### src/rtl/pc_fetch_sequencer.sv
// RV32I fetch sequencer: owns the PC, issues single-outstanding req/ack fetches
// into a two-entry IF/ID output buffer and redirects on taken branches/jumps.
module pc_fetch_sequencer #(
    parameter int unsigned     XLEN     = 32,
    parameter logic [XLEN-1:0] RESET_PC = '0
) (
    input  logic            clk,
    input  logic            rst_n,
    input  logic            ex_valid,
    input  logic            pc_jump,
    input  logic [XLEN-1:0] target_addr,
    input  logic            stall,
    output logic            imem_req,
    output logic [XLEN-1:0] imem_addr,
    input  logic            imem_ack,
    input  logic [31:0]     imem_rdata,
    output logic            if_valid,
    output logic [31:0]     if_instr,
    output logic [XLEN-1:0] if_pc,
    output logic            flush,
    output logic            misalign_exc
);

    typedef enum logic [1:0] {StIdle, StFetch, StDiscard} state_e;

    localparam logic [XLEN-1:0] PcStep = XLEN'(4);

    state_e          state_q, state_d;
    logic [XLEN-1:0] pc_q, pc_d;
    logic            req_q, req_d;
    logic [XLEN-1:0] addr_q, addr_d;
    logic            valid_q, valid_d;
    logic [31:0]     instr_q, instr_d;
    logic [XLEN-1:0] ifpc_q, ifpc_d;
    logic            skid_valid_q, skid_valid_d;
    logic [31:0]     skid_instr_q, skid_instr_d;
    logic [XLEN-1:0] skid_pc_q, skid_pc_d;
    logic            flush_q, flush_d;
    logic            misalign_q, misalign_d;

    logic jump, aligned, redirect, misaligned, ack, consume;

    assign jump       = ex_valid & pc_jump;
    assign aligned    = (target_addr[1:0] == 2'b00);
    assign redirect   = jump & aligned;
    assign misaligned = jump & ~aligned;
    // An ack with no request on the bus is ignored.
    assign ack        = imem_ack & req_q;
    assign consume    = valid_q & ~stall;

    always_comb begin
        state_d      = state_q;
        pc_d         = pc_q;
        req_d        = req_q;
        addr_d       = addr_q;
        valid_d      = valid_q;
        instr_d      = instr_q;
        ifpc_d       = ifpc_q;
        skid_valid_d = skid_valid_q;
        skid_instr_d = skid_instr_q;
        skid_pc_d    = skid_pc_q;
        flush_d      = 1'b0;
        misalign_d   = 1'b0;

        // Decode takes the head entry; the skid entry (if any) moves up.
        if (consume) begin
            if (skid_valid_q) begin
                instr_d      = skid_instr_q;
                ifpc_d       = skid_pc_q;
                skid_valid_d = 1'b0;
            end else begin
                valid_d = 1'b0;
            end
        end

        if (redirect) begin
            flush_d      = 1'b1;
            valid_d      = 1'b0;
            skid_valid_d = 1'b0;
            if (req_q && !ack) begin
                // Orphaned request: keep the bus stable until its ack arrives.
                state_d = StDiscard;
                pc_d    = target_addr;
            end else begin
                state_d = StFetch;
                req_d   = 1'b1;
                addr_d  = target_addr;
                pc_d    = target_addr + PcStep;
            end
        end else begin
            flush_d    = misaligned;
            misalign_d = misaligned;
            unique case (state_q)
                StIdle: begin
                    state_d = StFetch;
                    req_d   = 1'b1;
                    addr_d  = pc_q;
                    pc_d    = pc_q + PcStep;
                end
                StFetch: begin
                    if (ack) begin
                        req_d = 1'b0;
                        if (!valid_d) begin
                            valid_d = 1'b1;
                            instr_d = imem_rdata;
                            ifpc_d  = addr_q;
                        end else begin
                            // Ack landed while decode is stalled on a full head.
                            skid_valid_d = 1'b1;
                            skid_instr_d = imem_rdata;
                            skid_pc_d    = addr_q;
                        end
                    end
                    if ((!req_q || ack) && (!valid_q || !stall)) begin
                        req_d  = 1'b1;
                        addr_d = pc_q;
                        pc_d   = pc_q + PcStep;
                    end
                end
                StDiscard: begin
                    if (ack) begin
                        state_d = StFetch;
                        req_d   = 1'b1;
                        addr_d  = pc_q;
                        pc_d    = pc_q + PcStep;
                    end
                end
                default: state_d = StIdle;
            endcase
        end
    end

    always_ff @(posedge clk or negedge rst_n) begin
        if (!rst_n) begin
            state_q      <= StIdle;
            pc_q         <= RESET_PC;
            req_q        <= 1'b0;
            addr_q       <= RESET_PC;
            valid_q      <= 1'b0;
            instr_q      <= '0;
            ifpc_q       <= '0;
            skid_valid_q <= 1'b0;
            skid_instr_q <= '0;
            skid_pc_q    <= '0;
            flush_q      <= 1'b0;
            misalign_q   <= 1'b0;
        end else begin
            state_q      <= state_d;
            pc_q         <= pc_d;
            req_q        <= req_d;
            addr_q       <= addr_d;
            valid_q      <= valid_d;
            instr_q      <= instr_d;
            ifpc_q       <= ifpc_d;
            skid_valid_q <= skid_valid_d;
            skid_instr_q <= skid_instr_d;
            skid_pc_q    <= skid_pc_d;
            flush_q      <= flush_d;
            misalign_q   <= misalign_d;
        end
    end

    assign imem_req     = req_q;
    assign imem_addr    = addr_q;
    assign if_valid     = valid_q;
    assign if_instr     = instr_q;
    assign if_pc        = ifpc_q;
    assign flush        = flush_q;
    assign misalign_exc = misalign_q;

endmodule
### config.mk
export PLATFORM = sky130hd
export DESIGN_NAME = pc_fetch_sequencer
export DESIGN_NICKNAME = d
export VERILOG_FILES = /design/src/rtl/pc_fetch_sequencer.sv
export SDC_FILE = /design/constraint.sdc
export NUM_CORES = 1
export LEC_CHECK = 0
export ABC_AREA = 1
export BUFFER_PORTS_ARGS = -buffer_cell sky130_fd_sc_hd__buf_2
export CAP_MARGIN = 10
export CORE_ASPECT_RATIO = 1.25
export CORE_UTILIZATION = 40
export CTS_BUF_LIST = sky130_fd_sc_hd__clkbuf_16
export CTS_CLUSTER_DIAMETER = 30
export DETAILED_ROUTE_END_ITERATION = 8
export GPL_TIMING_DRIVEN = 0
export SYNTH_ARGS = -nofsm -noshare
export SYNTH_HDL_FRONTEND = slang
export SYNTH_SLANG_ARGS = --single-unit
### constraint.sdc
create_clock -name clk -period 4.2 [get_ports clk]
set_input_delay 0.21 -clock clk [delete_from_list [all_inputs] [get_ports clk]]
set_output_delay 0.21 -clock clk [all_outputs]
set_load 0.05 [all_outputs]
==> results of run 1 <==
==> worst register-to-register path, delay by kind of cell, from the launching register on <==
kind / cells / cell delay [ps]
AOI/OAI and AO/OA: 2 / 340
buffers and inverters: 3 / 410
and+or+nand+nor: 4 / 490
DFF: 1 / 380
adders and majority gates: 1 / 230
==> cell usage in the layout, fill, tap and decap left out, types with 9 or more instances in the layout <==
| cell type | instances |
|---|---|
| nand2_1 | 377 |
| dfrtp_1 | 199 |
| buf_2 | 195 |
| nor2_1 | 162 |
| inv_1 | 138 |
| nand3_1 | 133 |
| o21ai_0 | 94 |
| a31oi_1 | 65 |
| o21ai_2 | 49 |
| clkbuf_1 | 22 |
| clkbuf_16 | 17 |
| o21ai_1 | 16 |
| nand4_1 | 14 |
| buf_6 | 13 |
| a21oi_1 | 12 |
| o211ai_1 | 10 |
| buf_4 | 9 |
==> power by group <==
group          switching (mW)  total, mW  internal, mW
clock                   0.756       1.62         0.868
combinational            3.65       4.98          1.33
sequential              0.656       3.45          2.80
total                    5.06       10.1          4.99
==> repair_timing <==
action / 4_1_cts / 5_1_grt
hold endpoints to repair: 61 / 0
gates resized for setup: 0 / 0
setup buffers: 0 / 0
hold buffers: 4 / 0
==> metrics by stage <==
stage / total power, mW / util / setup slack, ps
4_1_cts: 10.1 / 0.484 / 1530
3_5_place_dp: 8.44 / 0.461 / 2170
2_1_floorplan: 6.96 / - / 2510
6_report: 10.1 / 0.484 / 1460
5_1_grt: 10.7 / 0.484 / 1380
3_3_place_gp: 8.37 / 0.458 / -665
==> sequential cells by signal, summed over array words and instances (netlist names) <==
name / cells
if_valid: 1
flush: 1
imem_addr: 32
skid_valid_q: 1
state_q: 2
imem_req: 1
skid_instr_q: 32
pc_q: 32
if_pc: 32
misalign_exc: 1
skid_pc_q: 32
if_instr: 32
==> final cells by class <==
| cell class | count | area share |
|---|---|---|
| Multi-Input combinational cell | 991 | 0.377 |
| Inverter | 147 | 0.0434 |
| Buffer | 75 | 0.0354 |
| Tap cell | 340 | 0.0335 |
| Clock inverter | 14 | 0.0107 |
| Clock buffer | 17 | 0.0335 |
| Timing Repair Buffer | 175 | 0.0749 |
| Sequential cell | 199 | 0.392 |
==> path summary, 6_finish.rpt <==
kind | end | slack (ps) | cells past startpoint
max | imem_addr[31] | 1460 | 11
min | skid_instr_q[7] | 20 | 3
max reg2reg | imem_addr[29] | 2210 | 10
min reg2reg | skid_instr_q[26] | 480 | 2
max in group asynchronous | skid_pc_q[18] | 2790 | 4
min in group asynchronous | if_instr[7] | 290 | 2
==> metal layers <==
metal	GRT usage	vias to the layer above	wire, µm	share of wire
li1	-	4975	-	-
met1	0.311	4803	14700	0.42
met2	0.458	332	17400	0.49
met3	0.0357	84	1540	0.044
met4	0.127	0	1510	0.043
met5	0	-	0	0
==> cells by family (layout without fill, tap and decap cells) <==
logic type / count (synthesis) / in the layout / share of synthesized area
compound gates: 251 / 251 / 0.145
xor+xnor: 6 / 6 / 0.00488
fa+ha+maj: 5 / 5 / 0.00581
buf+inv: 222 / 428 / 0.0930
flops: 199 / 199 / 0.463
simple gates: 729 / 729 / 0.289
==> impl_metrics.json, run 1 <==
{
  "setup_violations": 0,
  "critical_path.startpoint_type": "input pin",
  "number_of_antenna_violations_at_the_first_check_in_global_routing": 0,
  "placedCellCount": 1923,
  "fraction_of_layout_cells_with_a_size_suffix_above_1": 0.208,
  "avgRoutedWirePerCell_um": 17.9,
  "total_of_flip_flops_plus_latches_after_synthesis": 199,
  "hp-class": "input pin to flip-flop",
  "die_width_um": 149,
  "num_antenna_cells": 0,
  "cts_buffer_depth": 2,
  "groute.usage.overall": 0.260,
  "grt_overflow_total": 0,
  "cts_tree": "built",
  "critical_path.reg2reg.startpoint": "state_q[0]",
  "rows": 66,
  "die_h_um": 185,
  "vdd.ir_drop.worst_v": 0.000368,
  "synth_area_leaders": "dfrtp_1 46%, nand2_1 13%, nand3_1 6.2%",
  "syn_inst": 1412,
  "number_of_clock_buffers_inserted_by_tritoncts": 17,
  "multi_input_area_mm2": 0.00478,
  "grt_start_max_net_pins": 80,
  "core_mm2": 0.0263,
  "antenna_left": 0,
  "synth.lib_cells_used.distinct": 38,
  "placedInstanceArea_mm2": 0.0121,
  "stdcell_count": 1958,
  "max_freq_mhz": 364,
  "rsz_0062_raised_after_global_routing": "no",
  "yosysTopAreaCell": "dfrtp_1",
  "ioPinCount": 170,
  "synth_nets": 1487,
  "fin_crit_ps": 2740,
  "fin_crit_sh": 0.653,
  "finalWeightedCongestion": 0.967,
  "number_of_enable_flip_flop_cells_after_synthesis": 0,
  "final_cell_area_mm2": 0.0127,
  "grt_pass1_wl_um": 53900,
  "nets": 1681,
  "maxCapViolCount": 0,
  "place.port_buffers": 169,
  "clock-sinks": 199,
  "drc_errors_left": 0,
  "netlist_area_mm2": 0.0108,
  "power-per-cell-area_mw_per_mm2": 791,
  "critical_path.max_stage_delay_ps": 610,
  "total_wire_length_after_detailed_routing_um": 35100,
  "ys.flop_type": "dfrtp_1",
  "crit_family": "buffers and inverters",
  "worst_min_path_start": "imem_rdata[7]",
  "cts-htree-levels": 4,
  "post_drt_via_cell_ratio": 5.21,
  "required_ps": 4520,
  "sequential_cell_area_mm2": 0.00498,
  "fillerInstances": 2635,
  "vias_post_dr": 10200,
  "yosysMostFrequentCell": "nand2_1",
  "synth_common_cells": "377 x nand2_1, 199 x dfrtp_1, 162 x nor2_1, 138 x inv_1, 133 x nand3_1",
  "critPathMaxFanout": 10,
  "final-hold-violation-count": 0,
  "start_util": 0.410,
  "post-synth-top-area-fraction": 0.463,
  "grt_pass1_vias": 9727,
  "result_of_the_run": "completed",
  "synth.avg_cell_area_um2": 7.62,
  "synth.yosys.warnings": 0,
  "drtPass1Iterations": 5,
  "critical_path_buf_inv_count": 6,
  "crit_path_top_delay_cell": "clkbuf_1",
  "yosysSeqAreaShare": 0.463,
  "finalHoldWorstSlack_ps": 17.2,
  "root_buffer": "clkbuf_16",
  "timing.critical_path.cells": "dlygate4sd3_1 > buf_2 > nand2_2 > dlygate4sd3_1 > inv_2 > nand2_4 > buf_2 > clkbuf_1 > o21ai_0 > nand2_1 > o21ai_0",
  "hpwlAfterDp_um": 26700,
  "post_route_setup_tns_ps": 0,
  "drt_iter0_markers": 737,
  "setup.worst_path.end_class": "flip-flop",
  "timing.final.max_slew_violations": 0,
  "insertion_delay_of_the_later_clocked_pin_in_the_worst_skew_pair_ps": 450,
  "worst_pin_slew_ps": 919,
  "fp.dieArea_mm2": 0.0276,
  "arrival_ps": 3070,
  "startpoint": "pc_jump",
  "timing.clock.skew_ps": 14.6,
  "synthArstFlopShare": 1.00,
  "cts.clk_slew.worst_paths_ps": 70,
  "slew_headroom": 0.383,
  "path_class": "input pin to flip-flop",
  "area_growth_pct": 18.0,
  "p_leak_nw": 6.28
}
Power figures use the tool's default switching activity.
==> inputs of run 2 (changes only) <==
==> constraint.sdc (replaced) <==
create_clock -name clk -period 2.25 [get_ports clk]
set_input_delay 0.1125 -clock clk [delete_from_list [all_inputs] [get_ports clk]]
set_output_delay 0.1125 -clock clk [all_outputs]
set_load 0.05 [all_outputs]
==> run 2 against run 1 <==
Net effect:
- power up 87%
- combinational power up 88%
- flip-flop and latch count unchanged
- critical path depth down 1
- cell count up 1.7%
- sequential power up 87%
- sequential share of layout area down 0.99 points
- worst hold slack better by 9.7 ps
- setup slack worse by 1200 ps
- global-route usage up 0.091 points
==> impl_metrics.json, run 2 (synthesized netlist as in run 1, its figures left out) <==
{
  "max_freq_mhz": 489,
  "timing.final.max_slew_violations": 0,
  "number_of_antenna_violations_at_the_first_check_in_global_routing": 0,
  "root_buffer": "clkbuf_16",
  "critical_path.startpoint_type": "input pin",
  "worst_pin_slew_ps": 903,
  "post_drt_via_cell_ratio": 5.17,
  "placedInstanceArea_mm2": 0.0121,
  "path_class": "input pin to flip-flop",
  "clock-sinks": 199,
  "avgRoutedWirePerCell_um": 17.7,
  "place.port_buffers": 169,
  "cts.clk_slew.worst_paths_ps": 70,
  "p_leak_nw": 6.42,
  "rsz_0062_raised_after_global_routing": "no",
  "num_antenna_cells": 0,
  "die_width_um": 149,
  "required_ps": 2570,
  "total_wire_length_after_detailed_routing_um": 35300,
  "groute.usage.overall": 0.261,
  "layout.cells.most_common_list": "377 x nand2_1, 199 x dfrtp_1, 195 x buf_2",
  "hp-class": "input pin to flip-flop",
  "cts_buffer_depth": 2,
  "number_of_clock_buffers_inserted_by_tritoncts": 17,
  "min_to": "pc_q[28]",
  "multi_input_area_mm2": 0.00478,
  "setup_slack_ps": 207,
  "post_route_setup_tns_ps": 0,
  "fin_crit_ps": 2040,
  "critPathMaxFanout": 10,
  "die_h_um": 185,
  "arrival_ps": 2360,
  "reg2reg_to": "imem_addr[29]",
  "sequential_cell_area_mm2": 0.00498,
  "drc_errors_left": 0,
  "grt_use_met1": 0.312,
  "fin_crit_sh": 0.908,
  "grt_util_met2": 0.460,
  "worst_min_path_start": "target_addr[28]",
  "fillerInstances": 2604,
  "setup_violations": 0,
  "fp.dieArea_mm2": 0.0276,
  "setup.worst_path.end_class": "flip-flop",
  "timing.clock.skew_ps": 14.4,
  "r2r.worst_path.cells": 10,
  "cts_tree": "built",
  "drt_iter0_markers": 734,
  "start_util": 0.410,
  "ff2ff_setup_slack_ps": 250,
  "power-per-cell-area_mw_per_mm2": 1440,
  "grt_pass1_vias": 9787,
  "postcts_setup_bufs": 0,
  "rows": 66,
  "layout.cells.most_common": "nand2_1",
  "fraction_of_layout_cells_with_a_size_suffix_above_1": 0.204,
  "grt_overflow_total": 0,
  "drtPass1Iterations": 5,
  "most_crowded_layer_after_global_routing": "met2",
  "met3_routing_resource_usage_after_global_routing": 0.0352,
  "slew_headroom": 0.393,
  "grt_start_max_net_pins": 80,
  "result_of_the_run": "completed",
  "final_cell_area_mm2": 0.0130,
  "vias_post_dr": 10300,
  "antenna_left": 0,
  "insertion_delay_of_the_later_clocked_pin_in_the_worst_skew_pair_ps": 450,
  "dp_slack_ps": 292,
  "finalWeightedCongestion": 0.967,
  "core_mm2": 0.0263,
  "critical_path.reg2reg.startpoint": "state_q[0]",
  "area_growth_pct": 21.1,
  "maxCapViolCount": 0,
  "hpwlAfterDp_um": 26700,
  "final-hold-violation-count": 0,
  "vdd.ir_drop.worst_v": 0.000676,
  "cts-htree-levels": 4,
  "nets": 1714,
  "grt_pass1_wl_um": 54200,
  "holdPathStages": 5,
  "ioPinCount": 170
}
==> run 2: how the worst max path moves through the flow <==
| stage | startpoint | to | slack [ps] | depth (start not counted) |
|---|---|---|---|---|
| 3_3_place_gp | rst_n | pc_q[22] | -2520 | 1 |
| 5_1_grt | state_q[0] | imem_addr[29] | 100 | 10 |
| 2_1_floorplan | imem_req | skid_pc_q[13] | 560 | 8 |
| 4_1_cts | ex_valid | imem_addr[23] | 240 | 10 |
| 3_5_place_dp | state_q[1] | imem_addr[29] | 290 | 10 |
| 6_report | ex_valid | imem_addr[31] | 210 | 10 |
==> run 2: critical path, cell delays in order <==
cell	delay, ps
dlygate4sd3_1	530
buf_2	120
nand2_2	70
inv_2	50
nand2_4	60
buf_2	260
clkbuf_1	600
o21ai_0	290
nand2_1	170
o21ai_0	90
==> run 2: through the flow <==
step | cells | hold WS, ps | utilization | power (mW)
floorplan | 1412 | -183 | - | 13.0
global placement | 1921 | 350 | 0.458 | 15.6
detailed placement | 1923 | 86.2 | 0.461 | 15.8
CTS | 1991 | 12.2 | 0.496 | 18.9
global route | 1991 | 49.6 | 0.496 | 20.0
finish | 1991 | 26.9 | 0.496 | 18.8
==> run 2: what timing repair did <==
item,4_1_cts,5_1_grt
endpoints found under the hold margin,125,0
gates resized for setup,0,0
hold buffers,37,0
==> run 2: metal layers <==
layer	wire [µm]	vias to the layer above	part of all wire
met4	1450	0	0.041
li1	-	5043	-
met3	1570	81	0.044
met5	0	-	0
met2	17500	347	0.50
met1	14800	4820	0.42
==> run 2: where the power goes <==
part           internal [mW]  total (mW)  switching, mW
clock network           1.62        3.03           1.41
logic                   2.52        9.34           6.82
registers               5.22        6.45           1.23
total                   9.35        18.8           9.46
==> run 2: area by class of cell <==
cell class                      instances  area share
Sequential cell                       199       0.382
Multi-Input combinational cell        991       0.367
Timing Repair Buffer                  208      0.0983
Inverter                              147      0.0423
Buffer                                 75      0.0345
Clock buffer                           17      0.0326
Tap cell                              340      0.0326
Clock inverter                         14      0.0105
==> inputs of run 3 (changes only) <==
--- a/config.mk
+++ b/config.mk
@@ -6,14 +6,15 @@
 export NUM_CORES = 1
 export LEC_CHECK = 0
 export ABC_AREA = 1
-export BUFFER_PORTS_ARGS = -buffer_cell sky130_fd_sc_hd__buf_2
+export BUFFER_PORTS_ARGS = -buffer_cell sky130_fd_sc_hd__buf_4
 export CAP_MARGIN = 10
 export CORE_ASPECT_RATIO = 1.25
-export CORE_UTILIZATION = 40
+export CORE_UTILIZATION = 52
 export CTS_BUF_LIST = sky130_fd_sc_hd__clkbuf_16
 export CTS_CLUSTER_DIAMETER = 30
 export DETAILED_ROUTE_END_ITERATION = 8
 export GPL_TIMING_DRIVEN = 0
+export PLACE_DENSITY = 0.77
 export SYNTH_ARGS = -nofsm -noshare
 export SYNTH_HDL_FRONTEND = slang
 export SYNTH_SLANG_ARGS = --single-unit
==> run 3 against run 2 <==
Net effect:
- power rose by 3.7%
- clock skew fell by 1.7 ps
- cell area rose by 2.6%
- critical path depth did not move
- cell count fell by 3.4%
- first-iteration DRC count rose by 10%
- clock-buffer cell count did not move
- largest power group unchanged
- die area fell by 23%
- sequential share of layout area fell by 0.97 points
==> impl_metrics.json, run 3 (synthesized netlist as in run 1, its figures left out) <==
{
  "rsz_0062_raised_after_global_routing": "no",
  "final_cell_area_mm2": 0.0134,
  "core_mm2": 0.0202,
  "nets": 1714,
  "drtPass1Iterations": 5,
  "groute.usage.overall": 0.338,
  "sequential_cell_area_mm2": 0.00498,
  "avgRoutedWirePerCell_um": 18.0,
  "p_clk_frac": 0.156,
  "die_width_um": 131,
  "fraction_of_layout_cells_with_a_size_suffix_above_1": 0.204,
  "die_h_um": 163,
  "area_growth_pct": 24.2,
  "seqPwrFrac": 0.334,
  "timing.clock.skew_ps": 12.7,
  "setup.worst_path.end_class": "flip-flop",
  "share_comb_of_total_power": 0.510,
  "fillerInstances": 1721,
  "place.port_buffers": 169,
  "total_wire_length_after_detailed_routing_um": 34700,
  "fin_crit_sh": 0.926,
  "finalHoldWorstSlack_ps": 38.6,
  "min_to": "pc_q[12]",
  "layout.cells.most_common_list": "377 x nand2_1, 199 x dfrtp_1, 177 x buf_4",
  "hp-class": "input pin to flip-flop",
  "multi_input_area_mm2": 0.00478,
  "ioPinCount": 170,
  "critical_path.startpoint_type": "flip-flop",
  "postcts_setup_bufs": 0,
  "number_of_antenna_violations_at_the_first_check_in_global_routing": 1,
  "placedInstanceArea_mm2": 0.0124,
  "total_power_mw": 19.5,
  "slew_headroom": 0.342,
  "setup_slack_ps": 168,
  "internal_power_consumption_mw": 9.74,
  "worst_pin_slew_ps": 980,
  "vias_post_dr": 10500,
  "insertion_delay_of_the_later_clocked_pin_in_the_worst_skew_pair_ps": 450,
  "post_drt_via_cell_ratio": 5.46,
  "clock-sinks": 199,
  "grt_start_max_net_pins": 102,
  "maxCapViolCount": 0,
  "power.share.switching": 0.501,
  "power-per-cell-area_mw_per_mm2": 1460,
  "hpwlAfterDp_um": 26000,
  "cts-htree-levels": 4,
  "drt_iter0_markers": 809,
  "root_buffer": "clkbuf_16",
  "fp.dieArea_mm2": 0.0213,
  "drc_errors_left": 0,
  "worst_min_path_start": "target_addr[12]",
  "reg2reg_to": "imem_addr[29]",
  "start_util": 0.534,
  "layout.core_utilization": 0.663,
  "ff2ff_setup_slack_ps": 170,
  "r2r.worst_path.cells": 10,
  "critical_path.reg2reg.startpoint": "state_q[0]",
  "required_ps": 2550,
  "number_of_clock_buffers_inserted_by_tritoncts": 17,
  "final-hold-violation-count": 0,
  "cts.clk_slew.worst_paths_ps": 80,
  "result_of_the_run": "completed",
  "setup_violations": 0,
  "dp_slack_ps": 218,
  "max_freq_mhz": 480,
  "critPathMaxFanout": 10,
  "rows": 58,
  "grt_overflow_total": 0,
  "grt_pass1_wl_um": 53900,
  "holdPathStages": 4,
  "arrival_ps": 2380,
  "p_leak_nw": 6.57,
  "timing.final.max_slew_violations": 0,
  "finalWeightedCongestion": 1.01,
  "grt_pass1_vias": 10200,
  "cts_tree": "built",
  "fin_crit_ps": 2080,
  "p_switching_mw": 9.77,
  "cts_buffer_depth": 2,
  "vdd.ir_drop.worst_v": 0.000759,
  "layout.cells.most_common": "nand2_1",
  "antenna_left": 0,
  "path_class": "flip-flop to flip-flop"
}
## run 3: changes by cell type in the layout (fill, tap and decap cells not counted), sizes merged
| cell | delta |
|---|---|
| diode | +1 |
| clkinv | -4 |
| dlygate4sd3 | +1 |
| buf | -1 |
| inv | +8 |
| bufinv | -2 |
| clkinvlp | -1 |
## run 3: metrics by stage
step | setup TNS (ps) | cells
finish | 0 | 1923
global placement | -52600 | 1851
detailed placement | 0 | 1852
global route | 0 | 1922
floorplan | 0 | 1412
CTS | 0 | 1922
## run 3: power groups by stage
stage	Combinational, mW	Clock, mW	Sequential [mW]
2_1_floorplan	3.92	0	9.08
3_5_place_dp	9.84	0	6.51
6_report	9.94	3.05	6.51
5_1_grt	10.7	3.21	6.68
4_1_cts	9.92	3.05	6.47
3_3_place_gp	9.64	0	6.46
## run 3: layout make-up
cell class / count / share of cell area
diodes: 1 / 0.000187
plain buffers: 75 / 0.0336
clock buffers: 17 / 0.0318
clock inverters: 15 / 0.0119
inverters: 147 / 0.0413
multi-input cells: 991 / 0.358
flip-flops and latches: 199 / 0.372
well taps: 270 / 0.0253
repair buffers: 208 / 0.126
## run 3: how the worst max path moves through the flow
stage | depth (start not counted) | to | startpoint | slack, ps
floorplan | 8 | skid_pc_q[13] | imem_req | 560
global placement | 1 | imem_addr[22] | rst_n | -280
detailed placement | 10 | imem_addr[29] | state_q[0] | 220
CTS | 10 | imem_addr[29] | state_q[0] | 140
global route | 10 | imem_addr[29] | state_q[0] | 30
finish | 10 | imem_addr[29] | state_q[0] | 170
## run 3: routing by layer
| metal | GRT usage | up-vias | share of wire |
|---|---|---|---|
| met5 | 0 | - | 0 |
| met4 | 0.170 | 0 | 0.042 |
| met3 | 0.0526 | 98 | 0.060 |
| met2 | 0.591 | 397 | 0.51 |
| met1 | 0.397 | 4958 | 0.39 |
| li1 | - | 5051 | - |
## run 3: critical path, stage by stage (launching register included)
cell and delay (ps):
dfrtp_1 390, inv_1 100, ha_1 230, nand3b_1 150, nand2_1 100, clkinv_1 120
nand2_4 160, nor2_4 90, buf_4 200, o21ai_1 210, o21ai_0 170
## run 3: timing repair
item	4_1_cts	5_1_grt
hold buffers	38	0
setup endpoints to repair	0	1
hold endpoints to repair	166	0
gates resized for setup	0	1
